**config.mk**
```make
export PLATFORM = sky130hd
export DESIGN_NAME = mem_arbiter_flat
export DESIGN_NICKNAME = d
export VERILOG_FILES = /design/src/rtl/mem_arbiter_if.sv /design/src/rtl/mem_arbiter.sv /design/src/flat_wrapper.sv
export SDC_FILE = /design/constraint.sdc
export NUM_CORES = 1
export LEC_CHECK = 0
export ABC_AREA = 0
export CORE_AREA = 2 2 91 93
export CTS_CLUSTER_DIAMETER = 50
export DETAILED_ROUTE_END_ITERATION = 8
export DIE_AREA = 0 0 93 95
export PLACE_DENSITY_LB_ADDON = 0.08
export SKIP_CTS_REPAIR_TIMING = 1
export SLEW_MARGIN = 20
export SYNTH_ARGS = -nofsm -noshare
export SYNTH_HDL_FRONTEND = slang
export SYNTH_SLANG_ARGS = --single-unit
```
**constraint.sdc**
```tcl
create_clock -name clk -period 4.8 [get_ports clk]
set_input_delay 0.96 -clock clk [delete_from_list [all_inputs] [get_ports clk]]
set_output_delay 0.96 -clock clk [all_outputs]
set_load 0.005 [all_outputs]
```
**src/rtl/mem_arbiter_if.sv**
```systemverilog
// Bundle of the fetch port, data port and backend memory signals of mem_arbiter.
// slave: arbiter side. master: requester/backend side.
interface mem_arbiter_if #(
    parameter int WIDTH = 16
);
    logic             i_req;
    logic [WIDTH-1:0] i_addr;
    logic             i_ack;
    logic [WIDTH-1:0] i_rdata;
    logic             i_err;
    logic             d_req;
    logic             d_wr;
    logic [WIDTH-1:0] d_addr;
    logic [WIDTH-1:0] d_wdata;
    logic             d_ack;
    logic [WIDTH-1:0] d_rdata;
    logic             d_err;
    logic             mem_en;
    logic             mem_wr;
    logic [WIDTH-1:0] mem_addr;
    logic [WIDTH-1:0] mem_wdata;
    logic [WIDTH-1:0] mem_rdata;
    logic             mem_done;
    logic             busy;

    modport slave (
        input  i_req, i_addr, d_req, d_wr, d_addr, d_wdata,
        input  mem_rdata, mem_done,
        output i_ack, i_rdata, i_err, d_ack, d_rdata, d_err,
        output mem_en, mem_wr, mem_addr, mem_wdata, busy
    );

    modport master (
        output i_req, i_addr, d_req, d_wr, d_addr, d_wdata,
        output mem_rdata, mem_done,
        input  i_ack, i_rdata, i_err, d_ack, d_rdata, d_err,
        input  mem_en, mem_wr, mem_addr, mem_wdata, busy
    );
endinterface

```
**src/rtl/mem_arbiter.sv**
```systemverilog
// Arbiter/sequencer for one shared variable-latency memory (fetch + data ports).
// Ports: clk, rst (sync, active-high), bus (mem_arbiter_if.slave).
module mem_arbiter #(
    parameter int WIDTH   = 16,
    parameter int TIMEOUT = 15
) (
    input  logic          clk,
    input  logic          rst,
    mem_arbiter_if.slave  bus
);
    localparam int CW = $clog2(TIMEOUT + 1);

    typedef enum logic [1:0] {IDLE, ISSUE, BUSY, RESP} state_e;

    state_e           state_q, state_d;
    logic             port_q, port_d;
    logic             last_q, last_d;
    logic             wr_q, wr_d;
    logic [WIDTH-1:0] addr_q, addr_d;
    logic [WIDTH-1:0] wdata_q, wdata_d;
    logic             err_q, err_d;
    logic [CW-1:0]    cnt_q, cnt_d;
    logic [WIDTH-1:0] cap_d;
    logic             load;

    logic             i_ack_q, d_ack_q, i_err_q, d_err_q;
    logic             mem_en_q, busy_q;
    logic [WIDTH-1:0] i_rdata_q, d_rdata_q;

    // port/last: 1 = data port, 0 = instruction port
    always_comb begin
        state_d = state_q;
        port_d  = port_q;
        last_d  = last_q;
        wr_d    = wr_q;
        addr_d  = addr_q;
        wdata_d = wdata_q;
        err_d   = err_q;
        cnt_d   = cnt_q;
        cap_d   = '0;
        load    = 1'b0;
        unique case (state_q)
            IDLE: begin
                if (bus.i_req || bus.d_req) begin
                    // Data wins unless it won last time and fetch waits.
                    port_d  = bus.d_req && !(last_q && bus.i_req);
                    last_d  = port_d;
                    addr_d  = port_d ? bus.d_addr : bus.i_addr;
                    wr_d    = port_d && bus.d_wr;
                    wdata_d = port_d ? bus.d_wdata : '0;
                    if (addr_d[0]) begin
                        err_d   = 1'b1;
                        load    = 1'b1;
                        state_d = RESP;
                    end else begin
                        state_d = ISSUE;
                    end
                end
            end
            ISSUE: begin
                cnt_d   = '0;
                state_d = BUSY;
            end
            BUSY: begin
                if (bus.mem_done) begin
                    cap_d   = wr_q ? '0 : bus.mem_rdata;
                    err_d   = 1'b0;
                    load    = 1'b1;
                    state_d = RESP;
                end else begin
                    cnt_d = cnt_q + CW'(1);
                    if (cnt_d == CW'(TIMEOUT)) begin
                        err_d   = 1'b1;
                        load    = 1'b1;
                        state_d = RESP;
                    end
                end
            end
            RESP: state_d = IDLE;
            default: state_d = IDLE;
        endcase
    end

    // Outputs are registered from the next state so they align with it.
    always_ff @(posedge clk) begin
        if (rst) begin
            state_q   <= IDLE;
            port_q    <= 1'b0;
            last_q    <= 1'b0;
            wr_q      <= 1'b0;
            addr_q    <= '0;
            wdata_q   <= '0;
            err_q     <= 1'b0;
            cnt_q     <= '0;
            i_ack_q   <= 1'b0;
            d_ack_q   <= 1'b0;
            i_err_q   <= 1'b0;
            d_err_q   <= 1'b0;
            mem_en_q  <= 1'b0;
            busy_q    <= 1'b0;
            i_rdata_q <= '0;
            d_rdata_q <= '0;
        end else begin
            state_q  <= state_d;
            port_q   <= port_d;
            last_q   <= last_d;
            wr_q     <= wr_d;
            addr_q   <= addr_d;
            wdata_q  <= wdata_d;
            err_q    <= err_d;
            cnt_q    <= cnt_d;
            i_ack_q  <= (state_d == RESP) && !port_d;
            d_ack_q  <= (state_d == RESP) && port_d;
            i_err_q  <= (state_d == RESP) && !port_d && err_d;
            d_err_q  <= (state_d == RESP) && port_d && err_d;
            mem_en_q <= (state_d == ISSUE);
            busy_q   <= (state_d != IDLE);
            if (load && !port_d) begin
                i_rdata_q <= cap_d;
            end
            if (load && port_d) begin
                d_rdata_q <= cap_d;
            end
        end
    end

    assign bus.i_ack     = i_ack_q;
    assign bus.d_ack     = d_ack_q;
    assign bus.i_err     = i_err_q;
    assign bus.d_err     = d_err_q;
    assign bus.i_rdata   = i_rdata_q;
    assign bus.d_rdata   = d_rdata_q;
    assign bus.mem_en    = mem_en_q;
    assign bus.mem_wr    = wr_q;
    assign bus.mem_addr  = addr_q;
    assign bus.mem_wdata = wdata_q;
    assign bus.busy      = busy_q;
endmodule

```
**src/flat_wrapper.sv**
```systemverilog
// flat-port wrapper written by rule: the top's interface ports become plain ports
module mem_arbiter_flat 
#(
    parameter int WIDTH   = 16,
    parameter int TIMEOUT = 15
)
  (clk, rst, bus_i_req, bus_i_addr, bus_d_req, bus_d_wr, bus_d_addr, bus_d_wdata, bus_mem_rdata, bus_mem_done, bus_i_ack, bus_i_rdata, bus_i_err, bus_d_ack, bus_d_rdata, bus_d_err, bus_mem_en, bus_mem_wr, bus_mem_addr, bus_mem_wdata, bus_busy);
  mem_arbiter_if #(.WIDTH(WIDTH)) bus_i ();
  input  logic clk;
  input  logic rst;
  input wire logic [$bits(bus_i.i_req)-1:0] bus_i_req;
  input wire logic [$bits(bus_i.i_addr)-1:0] bus_i_addr;
  input wire logic [$bits(bus_i.d_req)-1:0] bus_d_req;
  input wire logic [$bits(bus_i.d_wr)-1:0] bus_d_wr;
  input wire logic [$bits(bus_i.d_addr)-1:0] bus_d_addr;
  input wire logic [$bits(bus_i.d_wdata)-1:0] bus_d_wdata;
  input wire logic [$bits(bus_i.mem_rdata)-1:0] bus_mem_rdata;
  input wire logic [$bits(bus_i.mem_done)-1:0] bus_mem_done;
  output wire logic [$bits(bus_i.i_ack)-1:0] bus_i_ack;
  output wire logic [$bits(bus_i.i_rdata)-1:0] bus_i_rdata;
  output wire logic [$bits(bus_i.i_err)-1:0] bus_i_err;
  output wire logic [$bits(bus_i.d_ack)-1:0] bus_d_ack;
  output wire logic [$bits(bus_i.d_rdata)-1:0] bus_d_rdata;
  output wire logic [$bits(bus_i.d_err)-1:0] bus_d_err;
  output wire logic [$bits(bus_i.mem_en)-1:0] bus_mem_en;
  output wire logic [$bits(bus_i.mem_wr)-1:0] bus_mem_wr;
  output wire logic [$bits(bus_i.mem_addr)-1:0] bus_mem_addr;
  output wire logic [$bits(bus_i.mem_wdata)-1:0] bus_mem_wdata;
  output wire logic [$bits(bus_i.busy)-1:0] bus_busy;
  assign bus_i.i_req = bus_i_req;
  assign bus_i.i_addr = bus_i_addr;
  assign bus_i.d_req = bus_d_req;
  assign bus_i.d_wr = bus_d_wr;
  assign bus_i.d_addr = bus_d_addr;
  assign bus_i.d_wdata = bus_d_wdata;
  assign bus_i.mem_rdata = bus_mem_rdata;
  assign bus_i.mem_done = bus_mem_done;
  assign bus_i_ack = bus_i.i_ack;
  assign bus_i_rdata = bus_i.i_rdata;
  assign bus_i_err = bus_i.i_err;
  assign bus_d_ack = bus_i.d_ack;
  assign bus_d_rdata = bus_i.d_rdata;
  assign bus_d_err = bus_i.d_err;
  assign bus_mem_en = bus_i.mem_en;
  assign bus_mem_wr = bus_i.mem_wr;
  assign bus_mem_addr = bus_i.mem_addr;
  assign bus_mem_wdata = bus_i.mem_wdata;
  assign bus_busy = bus_i.busy;
  mem_arbiter #(.WIDTH(WIDTH), .TIMEOUT(TIMEOUT)) u_core (.clk(clk), .rst(rst), .bus(bus_i));
endmodule
```
Yosys cells after proc, flatten, opt, wreduce, memory -nomap -nowiden
Index checks and enable logic that the tools add are counted.

Add/subtract/negate cells: 1. Equal/unequal tests: 7. Mux-type cells: 24. Reductions and logical operators: 17.

Operators by type and width (count): 16-bit two-way mux (5); 1-bit two-way mux (10); 1-bit logical AND (9); 2-bit two-way mux (4); 2-bit case mux with 4 select lines (1); 4-bit case mux with 2 select lines (1); 2-bit equality test (second input constant) (3); 4-bit by 1-bit adder with 4-bit output (second input constant) (1); 2-bit by 1-bit equality test with 1-bit output (second input constant) (2); 4-bit equality test (second input constant) (1); 4-bit two-way mux (1); 1-bit case mux with 2 select lines (2); 2-bit AND reduction (2); 2-bit nonzero test (2); 1-bit logical NOT (2); 2-bit logical NOT (1); 2-bit != test (second input constant) (1); 1-bit logical OR (1).

Register bits after elaboration: 80. Input port bits: 70. Logic and storage cells: 65.

Depth between registers and ports, before layout
Gate-level depths: netlist of the first run.

Depth after elaboration: 10. Gate-level depth with buffers: 9. Mapped depth without buffers: 7.

Worst setup path before layout of the first run
OpenSTA, ideal clock, no wires.

Path kind: in2reg. Start point: input port bus_d_req. End point: register u_core.d_rdata_q[10] (netlist: u_core.bus.d_rdata[10]). Library setup time: 62 ps. Arrival time: 2041 ps. Required time: 4738 ps. Slack: 2696 ps. Stages: 7. Buffers on the path: 2. Cell sequence: a21boi_1 > buf_4 > a32o_1 > nand2_2 > buf_1 > o211ai_1 > nand3_1.

Word-level cells in the longest chain between the ends: 6. Elaborated cells between the ends (all ways): 9. Those cells by class: mux (6); reduce/logical (3).

RTL lines: from (decl) (RTL line flat_wrapper.sv:13) `input wire logic [$bits(bus_i.d_req)-1:0] bus_d_req;`; 1-bit logical AND (RTL line mem_arbiter.sv:46) `port_d = bus.d_req && !(last_q && bus.i_req);`; 16-bit two-way mux (RTL line mem_arbiter.sv:48) `addr_d = port_d ? bus.d_addr : bus.i_addr;`; 1-bit two-way mux (RTL line mem_arbiter.sv:51) `if (addr_d[0]) begin`; 1-bit two-way mux (RTL line mem_arbiter.sv:44) `if (bus.i_req || bus.d_req) begin`; 1-bit case mux with 2 select lines (RTL line mem_arbiter.sv:42) `unique case (state_q)`; 1-bit logical AND * (RTL line mem_arbiter.sv:121) `if (load && port_d) begin`; to (signal assigned) (RTL line mem_arbiter.sv:122) `d_rdata_q <= cap_d;`; to (decl) (RTL line mem_arbiter.sv:28) `logic [WIDTH-1:0] i_rdata_q, d_rdata_q;`.

Mark *: on every way between the ends. The rest lies on a longest branch, timed or not. A chain may end at the register's enable or synchronous reset.

Worst setup path after layout of the first run
Start point: input port bus_d_req. End point: register u_core.i_err_q (netlist: u_core.bus.i_err).

Word-level cells in the longest chain between the ends: 8. Elaborated cells between the ends (all ways): 15. Those cells by class: eq/ne (1); mux (9); reduce/logical (5).

RTL lines: 1-bit logical AND (RTL line mem_arbiter.sv:46); 16-bit two-way mux (RTL line mem_arbiter.sv:48); 2-bit two-way mux (RTL line mem_arbiter.sv:51); 2-bit two-way mux (RTL line mem_arbiter.sv:44); 2-bit case mux with 4 select lines (RTL line mem_arbiter.sv:42); 2-bit equality test (RTL line mem_arbiter.sv:114) `i_err_q <= (state_d == RESP) && !port_d && err_d;`; 1-bit logical AND (RTL line mem_arbiter.sv:114); 1-bit logical AND * (RTL line mem_arbiter.sv:114); to (signal assigned) (RTL line mem_arbiter.sv:114); to (decl) (RTL line mem_arbiter.sv:26) `logic i_ack_q, d_ack_q, i_err_q, d_err_q;`.

Marked as above.

==> flow_summary.toml, run 1 <==
[clock_tree]
cts_sinks = 80
clkSlewWorstSetupHoldPaths_ns = 0.08
clock_path_buffers = 2
cts_buffers = 9
h-tree-depth = 3
clk_latency_ns = 0.34
cts_tree = "done"
cts_root_buf = "clkbuf_8"

[grt]
grt.overflow.total = 0
antenna_found_initial = 0
grt_usage_pct = 21.94
grt_pass1_wl_um = 15610
grt_start_max_net_pins = 56
grt_pass1_vias = 3318

[worst_setup_path]
crit_required_ns = 5.06
start_kind = "input port"
crit_type = "in -> reg"
worstSetupEndpoint = "u_core.bus.i_err$_SDFF_PP0_"
end_kind = "flip-flop"
r2r-end = "u_core.bus.i_err$_SDFF_PP0_"
r2r_slack_ns = 2.60
cp.arrival_ns = 3.28
crit_start = "bus_d_req"
rr_worst_depth = 5
cp_max_fo = 36
timing.rr.start = "u_core.state_q[0]$_SDFF_PP0_"

[outcome]
status = "finished clean"

[power_and_ir_drop]
power_mw = 2.299
ir_drop_uv = 249.1
power_density_nw_per_um2 = 437.2
leakage_nw = 1.993

[yosys]
synth_cell_types = 38
yosysTopAreaCell = "dfxtp_1"
seq_area_frac_synth_pct = 44.18
synthCells = 430
ys_ff_latch = 80
netlist_top_cells_area = "dfxtp_1 44%, nand3_1 9.0%, o211ai_1 6.6%"
syn-num-nets = 505
synth_flop_cell = "dfxtp_1"
synthArstFlopShare_pct = 0
yosys.area.top_type_share_pct = 44.18
syn_area_per_cell_um2 = 8.430
syn_area_um2 = 3625
synth_edf_count = 0
synth_warnings = 0

[final_layout]
syn2layout_area_growth_pct = 45.05
layout_common_cells = "139 x clkdlybuf4s50_1, 80 x dfxtp_1, 65 x nand3_1, 45 x nor2_1, 38 x nand2_1"
n_antenna_cell = 0
drive_gt1_share_pct = 6.306
fin_nets = 625
layout_commonest_cell = "clkdlybuf4s50_1"

[placement]
gp_congestion = 0.8135
dpl.hpwl_um = 6185
port_buffers = 140

[floorplanning]
pin_count = 141
num_rows = 33
die_h_um = 95
core_um2 = 7928
die_w_um = 93
start_util_pct = 45.72
die_area_um2 = 8835

[timing]
rsz0062_at_grt = "false"
setup_violations = 0
finalSetupTns_ns = 0
fmax_mhz = 330.5
fin_skew_ns = 0.006714
timing.final.crit_share_pct = 63.04
worst-slew-pin-transition_ns = 1.025
max_slew_margin_pct = 31.64
slew_violations = 0
min_period_ns = 3.026
hold_viol = 0

[drt]
wl_um = 9448
vias_per_cell = 5.355
antenna_left = 0
num_vias = 3534
drc_errors = 0
dr.pass1.iters = 4
drt_iter0_drc = 169
wire_per_inst_um = 14.32

[hold_path]
hp-class = "reg -> reg"

[run]
maxCapViolCount = 0
-- critical path: stages --
cell and delay, ns:
clkdlybuf4s50_1 0.57, a21boi_2 0.18, buf_4 0.28, a32o_1 0.19, nand2_2 0.42, and2_1 0.41, nor4_2 0.26
-- state kept, by name, indices dropped and copies added (netlist names) --
signal                flops
u_core.bus.mem_wr         1
u_core.state_q            2
u_core.bus.d_ack          1
u_core.bus.busy           1
u_core.bus.i_err          1
u_core.bus.mem_en         1
u_core.port_q             1
u_core.bus.d_err          1
u_core.bus.d_rdata       16
u_core.bus.mem_addr      16
u_core.last_q             1
u_core.bus.mem_wdata     16
u_core.bus.i_ack          1
u_core.err_q              1
u_core.bus.i_rdata       16
u_core.cnt_q              4
-- synth_stat cells (2+ instances only) --
master / count
nor2_1: 45
nand3_1: 65
nand2_1: 38
mux2i_1: 15
o21ai_0: 2
o21ai_1: 3
a21oi_1: 5
buf_1: 5
a22oi_1: 18
inv_1: 4
a311oi_1: 2
a31o_1: 2
a21boi_1: 2
a211oi_1: 15
inv_2: 2
clkbuf_1: 21
dfxtp_1: 80
nand2b_1: 4
nor3_1: 3
and2_1: 3
a31oi_1: 2
buf_2: 9
nor4_2: 2
ha_1: 5
o211ai_1: 32
nor2b_1: 34
-- cell families (layout without fill, tap and decap cells) --
group | count (synthesis) | after routing | synth area share (%)
AND/OR/NAND/NOR | 198 | 198 | 26.51
AO/OA/AOI/OAI | 89 | 89 | 18.36
flip-flops | 80 | 80 | 44.18
buffers and inverters | 43 | 168 | 5.074
multiplexers | 15 | 15 | 4.142
adder cells (fa/ha/maj) | 5 | 5 | 1.726
-- layer usage --
layer | global-route usage, % | vias to the layer above | wire length [um]
met1 | 27.82 | 1663 | 4188
met3 | 6.544 | 8 | 623
met4 | 6.250 | 0 | 105
met2 | 36.35 | 97 | 4531
met5 | 0 | - | 0
li1 | - | 1766 | -
-- where the power goes --
group	internal (mW)	total, mW	switching [mW]	leakage (nW)
registers	0.798	0.864	0.0666	0.653
logic	0.426	0.932	0.506	1.24
clock network	0.268	0.502	0.234	0.103
total	1.49	2.30	0.807	1.99
-- per-stage QoR --
step / hold slack [ns] / instances / utilization (%) / area (um^2) / setup WS (ns)
2_1_floorplan: 0.4527 / 430 / - / 3625 / 2.696
3_3_place_gp: 0.4436 / 644 / 63.75 / 5054 / 1.481
3_5_place_dp: 0.4494 / 644 / 63.75 / 5054 / 1.404
4_1_cts: 0.4763 / 660 / 66.26 / 5253 / 1.761
5_1_grt: 0.5050 / 660 / 66.32 / 5258 / 1.629
6_report: 0.4742 / 660 / 66.32 / 5258 / 1.774
-- how the worst min path moves through the flow --
stage	depth (start not counted)	from	end
floorplan	2	u_core.bus.mem_addr[0]$_SDFFE_PP0P_	u_core.bus.mem_addr[0]$_SDFFE_PP0P_
global placement	2	u_core.bus.mem_addr[0]$_SDFFE_PP0P_	u_core.bus.mem_addr[0]$_SDFFE_PP0P_
detailed placement	2	u_core.bus.mem_addr[0]$_SDFFE_PP0P_	u_core.bus.mem_addr[0]$_SDFFE_PP0P_
CTS	2	u_core.bus.mem_addr[0]$_SDFFE_PP0P_	u_core.bus.mem_addr[0]$_SDFFE_PP0P_
global route	2	u_core.bus.mem_addr[0]$_SDFFE_PP0P_	u_core.bus.mem_addr[0]$_SDFFE_PP0P_
finish	2	u_core.bus.mem_addr[0]$_SDFFE_PP0P_	u_core.bus.mem_addr[0]$_SDFFE_PP0P_
-- layout make-up --
cell class	instances	area, um^2
clock buffer	13	158.9
clock inverter	3	40.04
timing repair buffer	146	1441
inverter	6	22.52
multi-input combinational	307	1862
fill	703	2670
tap	105	131.4
sequential	80	1602
No activity file was read; power rests on OpenSTA's default activity.
==> run 2: changes to the inputs <==
--- a/config.mk
+++ b/config.mk
@@ -6,10 +6,10 @@
 export NUM_CORES = 1
 export LEC_CHECK = 0
 export ABC_AREA = 0
-export CORE_AREA = 2 2 91 93
+export CORE_AREA = 2 2 94 96
 export CTS_CLUSTER_DIAMETER = 50
 export DETAILED_ROUTE_END_ITERATION = 8
-export DIE_AREA = 0 0 93 95
+export DIE_AREA = 0 0 96 98
 export PLACE_DENSITY_LB_ADDON = 0.08
 export SKIP_CTS_REPAIR_TIMING = 1
 export SLEW_MARGIN = 20
==> constraint.sdc (replaced) <==
create_clock -name clk -period 2.9 [get_ports clk]
set_input_delay 0.58 -clock clk [delete_from_list [all_inputs] [get_ports clk]]
set_output_delay 0.58 -clock clk [all_outputs]
set_load 0.005 [all_outputs]
==> run 2 against run 1 <==
Against the previous run:
- first-iteration DRC count increased by 6.5%
- wire length is 2.1% higher
- largest cell class unchanged
- largest power group unchanged
- combinational power increased by 72%
- count of clock-buffer cells in the layout decreased by 3
- cell area grew 0.74%
- global-route usage fell by 0.90 points
- critical endpoint is now u_core.bus.d_err$_SDFF_PP0_
==> flow_summary.toml, run 2 (synthesis results as in run 1) <==
[grt]
grt_start_max_net_pins = 36
grt_pass1_vias = 3332
grt_usage_pct = 21.04
grt_use_met2_pct = 32.53
grt.overflow.total = 0
antenna_found_initial = 0
grt_use_met1_pct = 28.27
grt_pass1_wl_um = 16010
gr-usage-met3_pct = 7.022
top_usage_layer = "met2"

[placement]
port_buffers = 140
gp_congestion = 0.7542
placed_cell_area_um2 = 5109
dpl.hpwl_um = 6672
place_ws_ns = 0.3907

[clock_tree]
cts_sinks = 80
clk_latency_ns = 0.34
cts_buffers = 9
cts_tree = "done"
h-tree-depth = 3
clkSlewWorstSetupHoldPaths_ns = 0.08
clock_path_buffers = 2
cts_root_buf = "clkbuf_8"

[floorplanning]
num_rows = 34
pin_count = 141
start_util_pct = 42.82
die_area_um2 = 9408
die_h_um = 98
core_um2 = 8466
die_w_um = 96

[drt]
num_vias = 3534
wire_per_inst_um = 14.46
vias_per_cell = 5.298
drc_errors = 0
drt_iter0_drc = 180
dr.pass1.iters = 4
wl_um = 9647
antenna_left = 0

[worst_setup_path]
end_kind = "flip-flop"
rr_worst_depth = 7
crit_required_ns = 3.15
r2r_slack_ns = 0.77
timing.rr.start = "u_core.state_q[0]$_SDFF_PP0_"
crit_type = "in -> reg"
cp_max_fo = 16
r2r-end = "u_core.bus.d_rdata[1]$_SDFFE_PP0P_"
cp.arrival_ns = 2.38
start_kind = "input port"

[final_layout]
n_antenna_cell = 0
layout_commonest_cell = "clkdlybuf4s50_1"
syn2layout_area_growth_pct = 46.12
fin_nets = 629
drive_gt1_share_pct = 7.156
layout_common_cells = "139 x clkdlybuf4s50_1, 80 x dfxtp_1, 65 x nand3_1, 45 x nor2_1, 38 x nand2_1"
final_area_um2 = 5296

[timing]
worst-slew-pin-transition_ns = 0.6255
setup_ws_ns = 0.7662
finalSetupTns_ns = 0
timing.final.crit_share_pct = 73.58
rsz0062_at_grt = "false"
fmax_mhz = 468.7
setup_violations = 0
fin_skew_ns = 0.006943
max_slew_margin_pct = 58.30
hold_viol = 0
min_period_ns = 2.134
slew_violations = 0
hold_ws_ns = 0.4709

[power_and_ir_drop]
clock_power_share_pct = 20.8
power.share.sequential_pct = 37.4
power_mw = 3.820
p_sw_share_pct = 35.75
intPower_mw = 2.454
leakage_nw = 2.000
power_frac_comb_pct = 41.8
switchingPower_mw = 1.366
ir_drop_uv = 331.0
power_density_nw_per_um2 = 721.3

[hold_path]
hp-class = "reg -> reg"
min-delay-start = "u_core.bus.mem_addr[0]$_SDFFE_PP0P_"
whs_endpoint = "u_core.bus.mem_addr[0]$_SDFFE_PP0P_"
holdPathStages = 2

[run]
maxCapViolCount = 0

[outcome]
status = "finished clean"
==> run 2: worst max-delay path by stage <==
stage                                 start                             endpoint  slack [ns]  depth (start not counted)
6_report                          bus_d_req          u_core.bus.d_err$_SDFF_PP0_        0.77                          6
5_1_grt        u_core.state_q[0]$_SDFF_PP0_   u_core.bus.d_rdata[1]$_SDFFE_PP0P_        0.62                          7
4_1_cts                           bus_d_req          u_core.bus.d_err$_SDFF_PP0_        0.75                          6
3_5_place_dp                      bus_d_req          u_core.bus.d_err$_SDFF_PP0_        0.39                          6
3_3_place_gp                      bus_d_req   u_core.bus.i_rdata[9]$_SDFFE_PP0P_        0.54                          7
2_1_floorplan  u_core.state_q[0]$_SDFF_PP0_  u_core.bus.d_rdata[10]$_SDFFE_PP0P_        1.16                          9
==> run 2: power by group through the flow <==
stage	sequential, mW	combinational (mW)	clock, mW
2_1_floorplan	1.46	0.891	0
3_5_place_dp	1.45	1.61	0
3_3_place_gp	1.45	1.58	0
5_1_grt	1.46	1.75	0.869
4_1_cts	1.43	1.61	0.819
6_report	1.43	1.60	0.794
==> run 2: critical path, stage by stage <==
cell and delay, ns:
clkdlybuf4s50_1 0.58, a21boi_2 0.24, a32o_1 0.16, nand2_2 0.21
and2_1 0.32, nor4_2 0.28
==> run 2: area by class of cell <==
class,instances,area [um^2]
clock inverters,6,60.06
fillers,739,3169
well taps,108,135.1
repair buffers,150,1484
multi-input cells,307,1866
inverters,6,22.52
clock buffers,10,127.6
flip-flops and latches,80,1602
==> run 2: metal layers <==
layer | vias to the layer above | wire length, um
met1 | 1658 | 4298
met5 | - | 0
met4 | 0 | 91
met3 | 8 | 602
met2 | 93 | 4654
li1 | 1775 | -
==> run 2: metrics by stage <==
| stage | std cells | utilization, % |
|---|---|---|
| 3_3_place_gp | 651 | 60.35 |
| 3_5_place_dp | 651 | 60.35 |
| 2_1_floorplan | 430 | - |
| 6_report | 667 | 62.56 |
| 4_1_cts | 667 | 62.56 |
| 5_1_grt | 667 | 62.56 |
